### src/rtl/sweep_collector_pkg.sv
`default_nettype none
// +--------------------------------------------------------------------------+
// | sweep_collector_pkg: register map, constants and FIFO entry layout.      |
// | Rev 1.0 - initial release                                                |
// +--------------------------------------------------------------------------+
package sweep_collector_pkg;

  localparam logic [2:0] REG_ID     = 3'd0;
  localparam logic [2:0] REG_STATUS = 3'd1;
  localparam logic [2:0] REG_FIFO   = 3'd2;
  localparam logic [2:0] REG_DROP   = 3'd3;
  localparam logic [2:0] REG_MASK   = 3'd4;
  localparam logic [2:0] REG_CTRL   = 3'd5;
  localparam logic [2:0] REG_TS     = 3'd6;

  localparam logic [31:0] ID_VALUE   = 32'h5C01_0010;
  localparam logic [31:0] EMPTY_MARK = 32'hDEAD_BEEF;

  localparam int SENSOR_LSB = 28;
  localparam int LH_BIT     = 27;
  localparam int AXIS_BIT   = 26;

`ifdef SWEEP_COLLECTOR_TIMESTAMP_EN
  localparam int FIFO_W = 64;
`else
  localparam int FIFO_W = 32;
`endif

  function automatic logic [31:0] pack_entry(input logic [3:0] idx, input logic lh,
                                             input logic axis, input logic [25:0] dur);
    logic [31:0] e;
    e = '0;
    e[SENSOR_LSB +: 4]  = idx;
    e[LH_BIT]           = lh;
    e[AXIS_BIT]         = axis;
    e[AXIS_BIT-1:0]     = dur;
    return e;
  endfunction

endpackage
`default_nettype wire

### src/rtl/sweep_collector_if.sv
`default_nettype none
// +--------------------------------------------------------------------------+
// | sweep_collector_if: Avalon-MM slave bus bundle for the sweep collector.  |
// | Rev 1.0 - initial release                                                |
// +--------------------------------------------------------------------------+
interface sweep_collector_if;
  logic [2:0]  address;
  logic        write;
  logic [31:0] writedata;
  logic        read;
  logic [31:0] readdata;
  logic        waitrequest;

  modport master (output address, write, writedata, read, input readdata, waitrequest);
  modport slave  (input address, write, writedata, read, output readdata, waitrequest);
endinterface
`default_nettype wire

### src/rtl/sweep_fifo.sv
`default_nettype none
// +--------------------------------------------------------------------------+
// | sweep_fifo: synchronous first-word-fall-through FIFO with flush.         |
// | Rev 1.0 - initial release                                                |
// +--------------------------------------------------------------------------+
module sweep_fifo #(
  parameter int WIDTH = 32,
  parameter int DEPTH = 64
) (
  input  wire logic                     clock,
  input  wire logic                     reset,
  input  wire logic                     i_push,
  input  wire logic [WIDTH-1:0]         i_data,
  input  wire logic                     i_pop,
  input  wire logic                     i_flush,
  output logic      [WIDTH-1:0]         o_head,
  output logic                          o_full,
  output logic                          o_empty,
  output logic      [$clog2(DEPTH):0]   o_fill_count
);
  localparam int AW = $clog2(DEPTH);

  logic [WIDTH-1:0] r_mem [DEPTH];
  logic [AW-1:0]    r_wr_ptr;
  logic [AW-1:0]    r_rd_ptr;
  logic [AW:0]      r_count;
  logic             w_push;
  logic             w_pop;

  // flush overrides both push and pop so the FIFO always ends empty
  assign w_push = i_push && !o_full && !i_flush;
  assign w_pop  = i_pop && !o_empty && !i_flush;

  always_ff @(posedge clock or posedge reset) begin
    if (reset) begin
      r_wr_ptr <= '0;
      r_rd_ptr <= '0;
      r_count  <= '0;
    end else if (i_flush) begin
      r_wr_ptr <= '0;
      r_rd_ptr <= '0;
      r_count  <= '0;
    end else begin
      if (w_push) r_wr_ptr <= r_wr_ptr + 1'b1;
      if (w_pop)  r_rd_ptr <= r_rd_ptr + 1'b1;
      r_count <= r_count + {{AW{1'b0}}, w_push} - {{AW{1'b0}}, w_pop};
    end
  end

  always_ff @(posedge clock) begin
    if (w_push) r_mem[r_wr_ptr] <= i_data;
  end

  assign o_head       = r_mem[r_rd_ptr];
  assign o_full       = (r_count == (AW+1)'(DEPTH));
  assign o_empty      = (r_count == '0);
  assign o_fill_count = r_count;
endmodule
`default_nettype wire

### src/rtl/sweep_collector.sv
`default_nettype none
// +--------------------------------------------------------------------------+
// | sweep_collector: per-sensor edge capture, round-robin arbiter, FIFO,     |
// | Avalon-MM register slave. Option: SWEEP_COLLECTOR_TIMESTAMP_EN.          |
// | Rev 1.0 - initial release                                                |
// +--------------------------------------------------------------------------+
module sweep_collector
  import sweep_collector_pkg::*;
#(
  parameter int NUM_SENSORS = 16,
  parameter int DUR_W       = 26,
  parameter int FIFO_DEPTH  = 64
) (
  input  wire logic                         clock,
  input  wire logic                         reset,
  input  wire logic [NUM_SENSORS-1:0]       i_sensor_valid,
  input  wire logic [NUM_SENSORS-1:0]       i_sensor_lighthouse_id,
  input  wire logic [NUM_SENSORS-1:0]       i_sensor_axis,
  input  wire logic [NUM_SENSORS*DUR_W-1:0] i_sensor_duration,
  sweep_collector_if.slave                  bus,
  output logic                              o_irq
);
  localparam int FW = $clog2(FIFO_DEPTH) + 1;

  logic [NUM_SENSORS-1:0]   r_valid_q, r_pending, r_mask, r_hold_lh, r_hold_axis;
  logic [DUR_W-1:0]         r_hold_dur [NUM_SENSORS];
  logic [3:0]               r_rr_ptr;
  logic [31:0]              r_drop_count;
  logic                     r_irq;

  logic [NUM_SENSORS-1:0]   w_edge, w_mask_clr, w_cap, w_drop, w_grant_oh, w_rot;
  logic [2*NUM_SENSORS-1:0] w_dbl;
  logic                     w_flush, w_clr_drop, w_mask_wr, w_pop, w_grant_valid;
  logic [3:0]               w_grant;
  logic [4:0]               w_sum;
  logic [32:0]              w_drop_sum;
  logic [FIFO_W-1:0]        w_fifo_in, w_fifo_head;
  logic                     w_full, w_empty;
  logic [FW-1:0]            w_fill;
  logic                     w_unused;

  assign w_mask_wr  = bus.write && (bus.address == REG_MASK);
  assign w_flush    = bus.write && (bus.address == REG_CTRL) && bus.writedata[0];
  assign w_clr_drop = bus.write && (bus.address == REG_CTRL) && bus.writedata[1];
  assign w_mask_clr = w_mask_wr ? ~bus.writedata[NUM_SENSORS-1:0] : '0;
  assign w_pop      = bus.read && (bus.address == REG_FIFO);
  assign w_unused   = ^bus.writedata;

  assign w_edge = i_sensor_valid & ~r_valid_q;
  assign w_cap  = w_flush ? '0 : (w_edge & r_mask & ~w_mask_clr);

  // rotate pending so bit 0 is rr_ptr, then take the first set bit
  assign w_dbl = {r_pending, r_pending} >> r_rr_ptr;
  assign w_rot = w_dbl[NUM_SENSORS-1:0];

  always_comb begin
    w_grant_valid = 1'b0;
    w_sum         = '0;
    for (int k = NUM_SENSORS - 1; k >= 0; k--) begin
      if (w_rot[k]) begin
        w_grant_valid = 1'b1;
        w_sum         = {1'b0, r_rr_ptr} + 5'(k);
      end
    end
    if (w_sum >= 5'(NUM_SENSORS)) w_sum = w_sum - 5'(NUM_SENSORS);
    if (w_full || w_flush) w_grant_valid = 1'b0;
  end

  assign w_grant    = w_sum[3:0];
  assign w_grant_oh = w_grant_valid ? (NUM_SENSORS'(1) << w_grant) : '0;
  // a sensor granted this cycle frees its slot, so a same-cycle edge is not a drop
  assign w_drop     = w_cap & r_pending & ~w_grant_oh;
  assign w_drop_sum = {1'b0, r_drop_count} + 33'($countones(w_drop));

  always_ff @(posedge clock or posedge reset) begin
    if (reset) begin
      r_valid_q    <= '0;
      r_pending    <= '0;
      r_mask       <= '1;
      r_rr_ptr     <= '0;
      r_drop_count <= '0;
      r_irq        <= 1'b0;
    end else begin
      r_valid_q <= i_sensor_valid;
      r_irq     <= ~w_empty;
      if (w_flush) r_pending <= '0;
      else         r_pending <= ((r_pending & ~w_grant_oh) | w_cap) & ~w_mask_clr;
      if (w_mask_wr) r_mask <= bus.writedata[NUM_SENSORS-1:0];
      if (w_grant_valid)
        r_rr_ptr <= (w_grant == 4'(NUM_SENSORS - 1)) ? 4'd0 : w_grant + 4'd1;
      if (w_clr_drop)         r_drop_count <= '0;
      else if (w_drop_sum[32]) r_drop_count <= '1;
      else                    r_drop_count <= w_drop_sum[31:0];
    end
  end

  always_ff @(posedge clock) begin
    for (int i = 0; i < NUM_SENSORS; i++) begin
      if (w_cap[i]) begin
        r_hold_lh[i]   <= i_sensor_lighthouse_id[i];
        r_hold_axis[i] <= i_sensor_axis[i];
        r_hold_dur[i]  <= i_sensor_duration[i*DUR_W +: DUR_W];
      end
    end
  end

`ifdef SWEEP_COLLECTOR_TIMESTAMP_EN
  logic [31:0] r_cycle;
  logic [31:0] r_hold_ts [NUM_SENSORS];

  always_ff @(posedge clock or posedge reset) begin
    if (reset) r_cycle <= '0;
    else       r_cycle <= r_cycle + 32'd1;
  end

  always_ff @(posedge clock) begin
    for (int i = 0; i < NUM_SENSORS; i++)
      if (w_cap[i]) r_hold_ts[i] <= r_cycle;
  end

  assign w_fifo_in = {r_hold_ts[w_grant],
                      pack_entry(w_grant, r_hold_lh[w_grant], r_hold_axis[w_grant],
                                 26'(r_hold_dur[w_grant]))};
`else
  assign w_fifo_in = pack_entry(w_grant, r_hold_lh[w_grant], r_hold_axis[w_grant],
                                26'(r_hold_dur[w_grant]));
`endif

  sweep_fifo #(
    .WIDTH (FIFO_W),
    .DEPTH (FIFO_DEPTH)
  ) u_fifo (
    .clock        (clock),
    .reset        (reset),
    .i_push       (w_grant_valid),
    .i_data       (w_fifo_in),
    .i_pop        (w_pop),
    .i_flush      (w_flush),
    .o_head       (w_fifo_head),
    .o_full       (w_full),
    .o_empty      (w_empty),
    .o_fill_count (w_fill)
  );

  always_comb begin
    bus.readdata = EMPTY_MARK;
    case (bus.address)
      REG_ID:     bus.readdata = ID_VALUE;
      REG_STATUS: bus.readdata = {16'(w_fill), 14'b0, w_full, w_empty};
      REG_FIFO:   if (!w_empty) bus.readdata = w_fifo_head[31:0];
      REG_DROP:   bus.readdata = r_drop_count;
      REG_MASK:   bus.readdata = 32'(r_mask);
`ifdef SWEEP_COLLECTOR_TIMESTAMP_EN
      REG_TS:     if (!w_empty) bus.readdata = w_fifo_head[63:32];
`else
      REG_TS:     bus.readdata = EMPTY_MARK;
`endif
      default:    bus.readdata = EMPTY_MARK;
    endcase
  end

  assign bus.waitrequest = 1'b0;
  assign o_irq           = r_irq;
endmodule
`default_nettype wire

### src/flat_wrapper.sv
// flat-port wrapper written by rule: the top's interface ports become plain ports
module sweep_collector_flat import sweep_collector_pkg::*;
#(
  parameter int NUM_SENSORS = 16,
  parameter int DUR_W       = 26,
  parameter int FIFO_DEPTH  = 64
)
  (clock, reset, i_sensor_valid, i_sensor_lighthouse_id, i_sensor_axis, i_sensor_duration, o_irq, bus_address, bus_write, bus_writedata, bus_read, bus_readdata, bus_waitrequest);
  sweep_collector_if bus_i ();
  input  wire logic clock;
  input  wire logic reset;
  input  wire logic [NUM_SENSORS-1:0] i_sensor_valid;
  input  wire logic [NUM_SENSORS-1:0] i_sensor_lighthouse_id;
  input  wire logic [NUM_SENSORS-1:0] i_sensor_axis;
  input  wire logic [NUM_SENSORS*DUR_W-1:0] i_sensor_duration;
  output logic o_irq;
  input wire logic [$bits(bus_i.address)-1:0] bus_address;
  input wire logic [$bits(bus_i.write)-1:0] bus_write;
  input wire logic [$bits(bus_i.writedata)-1:0] bus_writedata;
  input wire logic [$bits(bus_i.read)-1:0] bus_read;
  output wire logic [$bits(bus_i.readdata)-1:0] bus_readdata;
  output wire logic [$bits(bus_i.waitrequest)-1:0] bus_waitrequest;
  assign bus_i.address = bus_address;
  assign bus_i.write = bus_write;
  assign bus_i.writedata = bus_writedata;
  assign bus_i.read = bus_read;
  assign bus_readdata = bus_i.readdata;
  assign bus_waitrequest = bus_i.waitrequest;
  sweep_collector #(.NUM_SENSORS(NUM_SENSORS), .DUR_W(DUR_W), .FIFO_DEPTH(FIFO_DEPTH)) u_core (.clock(clock), .reset(reset), .i_sensor_valid(i_sensor_valid), .i_sensor_lighthouse_id(i_sensor_lighthouse_id), .i_sensor_axis(i_sensor_axis), .i_sensor_duration(i_sensor_duration), .bus(bus_i), .o_irq(o_irq));
endmodule
### config.mk
export PLATFORM = sky130hd
export DESIGN_NAME = sweep_collector_flat
export DESIGN_NICKNAME = d
export VERILOG_FILES = /design/src/rtl/sweep_collector_pkg.sv /design/src/rtl/sweep_collector_if.sv /design/src/rtl/sweep_fifo.sv /design/src/rtl/sweep_collector.sv /design/src/flat_wrapper.sv
export SDC_FILE = /design/constraint.sdc
export NUM_CORES = 2
export LEC_CHECK = 0
export ABC_AREA = 1
export BUFFER_PORTS_ARGS = -buffer_cell sky130_fd_sc_hd__buf_2
export CAP_MARGIN = 20
export CELL_PAD_IN_SITES_DETAIL_PLACEMENT = 1
export CELL_PAD_IN_SITES_GLOBAL_PLACEMENT = 2
export CORE_MARGIN = 8
export CORE_UTILIZATION = 35
export CTS_CLUSTER_DIAMETER = 60
export DETAILED_ROUTE_END_ITERATION = 8
export PLACE_DENSITY = 0.76
export SYNTH_ARGS = -nofsm -noshare
export SYNTH_HDL_FRONTEND = slang
export SYNTH_SLANG_ARGS = --single-unit
### constraint.sdc
create_clock -name clock -period 30.4 [get_ports clock]
set_clock_uncertainty 0.2 [all_clocks]
set_input_delay 4.56 -clock clock [delete_from_list [all_inputs] [get_ports clock]]
set_output_delay 4.56 -clock clock [all_outputs]
set_load 0.05 [all_outputs]
==> results.ini <==
[outcome]
outcome=completed

[synth]
post_synth_xor_area_fraction_pct=0.182
ys_types=52
synthCells=8569
synth-seq-cells=2600
yosysSeqAreaShare_pct=73.1
synth_top_family_by_area=simple AND/OR/NAND/NOR gates
synth_edf_count=2496
syn_avg_cell_area_um2=12.4
ys_async_sr_fraction_pct=4.00
synth_warnings=0
synth.mux.area_fraction_pct=0
ys.flop_type=edfxtp_1
syn-num-nets=9124
synth_area_mm2=0.106
synthSimpleGateAreaFrac_pct=12.0
synth_compound_area_share_pct=10.8
synth-adder-area-share_pct=0.705

[drt]
drt_pre_antenna_iters=5
drt-wirelength-per-cell_um=29.5
top_layer_used=met5
drc=0
viasPerCell=5.71
drtIter0Drc=8013
drt_wl_total_mm=391
via_count=75500
wl_met2_mm=186
wl_met3_mm=26.7
antenna_left=0
wl_met1_mm=159

[critical_path]
cp_slowest_cell=nor2_1
crit_type=primary input to register
slowest_delay_ns=0.77
reg2reg_depth=57
cpMostUsedCell=inv_1
crit_arrival_ns=14.35
required_ns=30.98
cp-end-kind=register
r2r-start=u_core.r_rr_ptr[0]
reg2reg_setup_slack_ns=17.10
crit_path_start=bus_address[2]
critPathMaxFanout=29
start_kind=primary input
r2r_end=u_core.r_drop_count[22]
crit_end=u_core.r_drop_count[22]

[clock_network]
cts_hold_buf=0
cts_buffer_depth=4
cts_sinks=2600
cts_resized=0
cts-buffers-inserted=284
insertion_delay_ns=0.86
root_buffer=clkbuf_16
cts_setup_buffers=0
htreeDepth=5
cts_tree=yes
clk_pin_slew_ns=0.06

[sta]
relSlewSlack_pct=16.6
fmax_mhz=72.7
setup_viol=0
fin_setup_tns_ns=0
rsz0062_at_grt=no
min_period_over_period_pct=45.3
hold_viol_final=0
worstMarginPinSlew_ns=1.24
post-route-min-period_ns=13.76
drv_slew=0

[placement]
place_hpwl_mm=233
place.gp.congestion=0.860
io_buffers=519

[grt]
groute.usage.overall_pct=23.2
gr-total-overflow=0
grt_pass1_vias=77700
grt_max_degree=199
antenna_found_initial=65
grt_first_pass_wirelength_mm=552

[worst_hold_path]
hp-start=u_core.r_mask[2]
hold_class=register to register
hold_depth=2

[finish]
final_cell_mix=edfxtp_1 (2496), nand2_1 (1160), nor2_1 (1123)
fillers=31900
syn2layout_area_growth_pct=15.5
final_nets=9551
drive_gt1_share_pct=13.7
final_common_cell=edfxtp_1

[floorplanning]
die_h_um=566
start_util_pct=35.1
row_count=202
dieArea_mm2=0.321
core_area_mm2=0.302
die_w_um=566
io_pins=537

[run]
max_cap_viol_count=0

cell families (layout without fill, tap and decap cells):
kind of cell,Yosys count,after routing
xor gates and xnor gates,22,22
DFF,2600,2600
other,1,36
and+or+nand+nor,3107,3107
buffers and inverters,817,1458
adders and majority gates,52,52
AOI/OAI and AO/OA,1970,1970
cell usage after synthesis, types with 11 or more instances:
cell / count / area share, %
a21oi_1: 144 / 0.68
a221oi_1: 17 / 0.14
a31oi_1: 49 / 0.29
buf_1: 23 / 0.081
buf_2: 38 / 0.18
buf_4: 21 / 0.15
buf_6: 24 / 0.25
clkbuf_1: 479 / 1.7
dfrtp_1: 88 / 2.1
dfstp_2: 16 / 0.40
edfxtp_1: 2496 / 71
fa_1: 13 / 0.25
ha_1: 39 / 0.46
inv_1: 216 / 0.76
inv_2: 11 / 0.039
nand2_1: 1190 / 4.2
nand3_1: 629 / 3.0
nand4_1: 54 / 0.32
nor2_1: 1189 / 4.2
nor3_1: 21 / 0.099
o211ai_1: 59 / 0.42
o21ai_0: 1122 / 5.3
o21ai_1: 14 / 0.066
o221ai_1: 214 / 1.8
o22ai_1: 312 / 1.8
xor2_1: 17 / 0.14
per-stage QoR:
stage,std cells,util [%],setup WS (ns),hold slack [ns],cell area (um2)
after floorplan,8569,-,18.21,0.245,106000
after global placement,12700,37.5,15.96,0.260,113000
after detailed placement,12700,37.6,15.80,0.269,114000
after CTS,13200,40.5,16.70,0.278,122000
after global routing,13200,40.5,15.90,0.293,122000
final,13200,40.5,16.64,0.276,122000
critical path: cells and delay by family:
family,cells,cell delay [ns]
xor gates and xnor gates,1,0.17
buffers and inverters,12,2.83
AOI/OAI and AO/OA,4,0.74
and+or+nand+nor,14,2.70
adders and majority gates,8,3.30
state kept, by name (all words and copies together) (netlist names):
name / count
u_core.o_irq: 1
u_core.r_drop_count: 32
u_core.r_hold_axis: 16
u_core.r_hold_dur: 416
u_core.r_hold_lh: 16
u_core.r_mask: 16
u_core.r_pending: 16
u_core.r_rr_ptr: 4
u_core.r_valid_q: 16
u_core.u_fifo.o_fill_count: 7
u_core.u_fifo.r_mem: 2048
u_core.u_fifo.r_rd_ptr: 6
u_core.u_fifo.r_wr_ptr: 6
metal layers:
| layer | vias to the layer above | GRT usage [%] |
|---|---|---|
| li1 | 32300 | - |
| met1 | 39200 | 30.1 |
| met2 | 3095 | 38.5 |
| met3 | 789 | 3.75 |
| met4 | 18 | 10.3 |
| met5 | - | 0 |
cell type report:
| cell class | count | area, um2 | area share (%) |
|---|---|---|---|
| tap | 3978 | 4980 | 4.06 |
| antenna | 35 | 87.6 | 0.0715 |
| multi-input combinational | 5152 | 25700 | 21.0 |
| clock inverter | 154 | 1240 | 1.02 |
| timing repair buffer | 726 | 4390 | 3.59 |
| inverter | 232 | 906 | 0.740 |
| sequential | 2600 | 77600 | 63.4 |
| clock buffer | 346 | 7530 | 6.15 |
how the worst min path moves through the flow:
stage / to / slack [ns]
2_1_floorplan: u_core.r_mask[10] / 0.25
3_3_place_gp: u_core.r_mask[6] / 0.26
3_5_place_dp: u_core.r_mask[2] / 0.27
4_1_cts: u_core.r_mask[2] / 0.28
5_1_grt: u_core.r_mask[2] / 0.29
6_report: u_core.r_mask[2] / 0.28
Power is not shown: default switching activity piles up to over one toggle a cycle in this logic, so the estimate is an artifact.
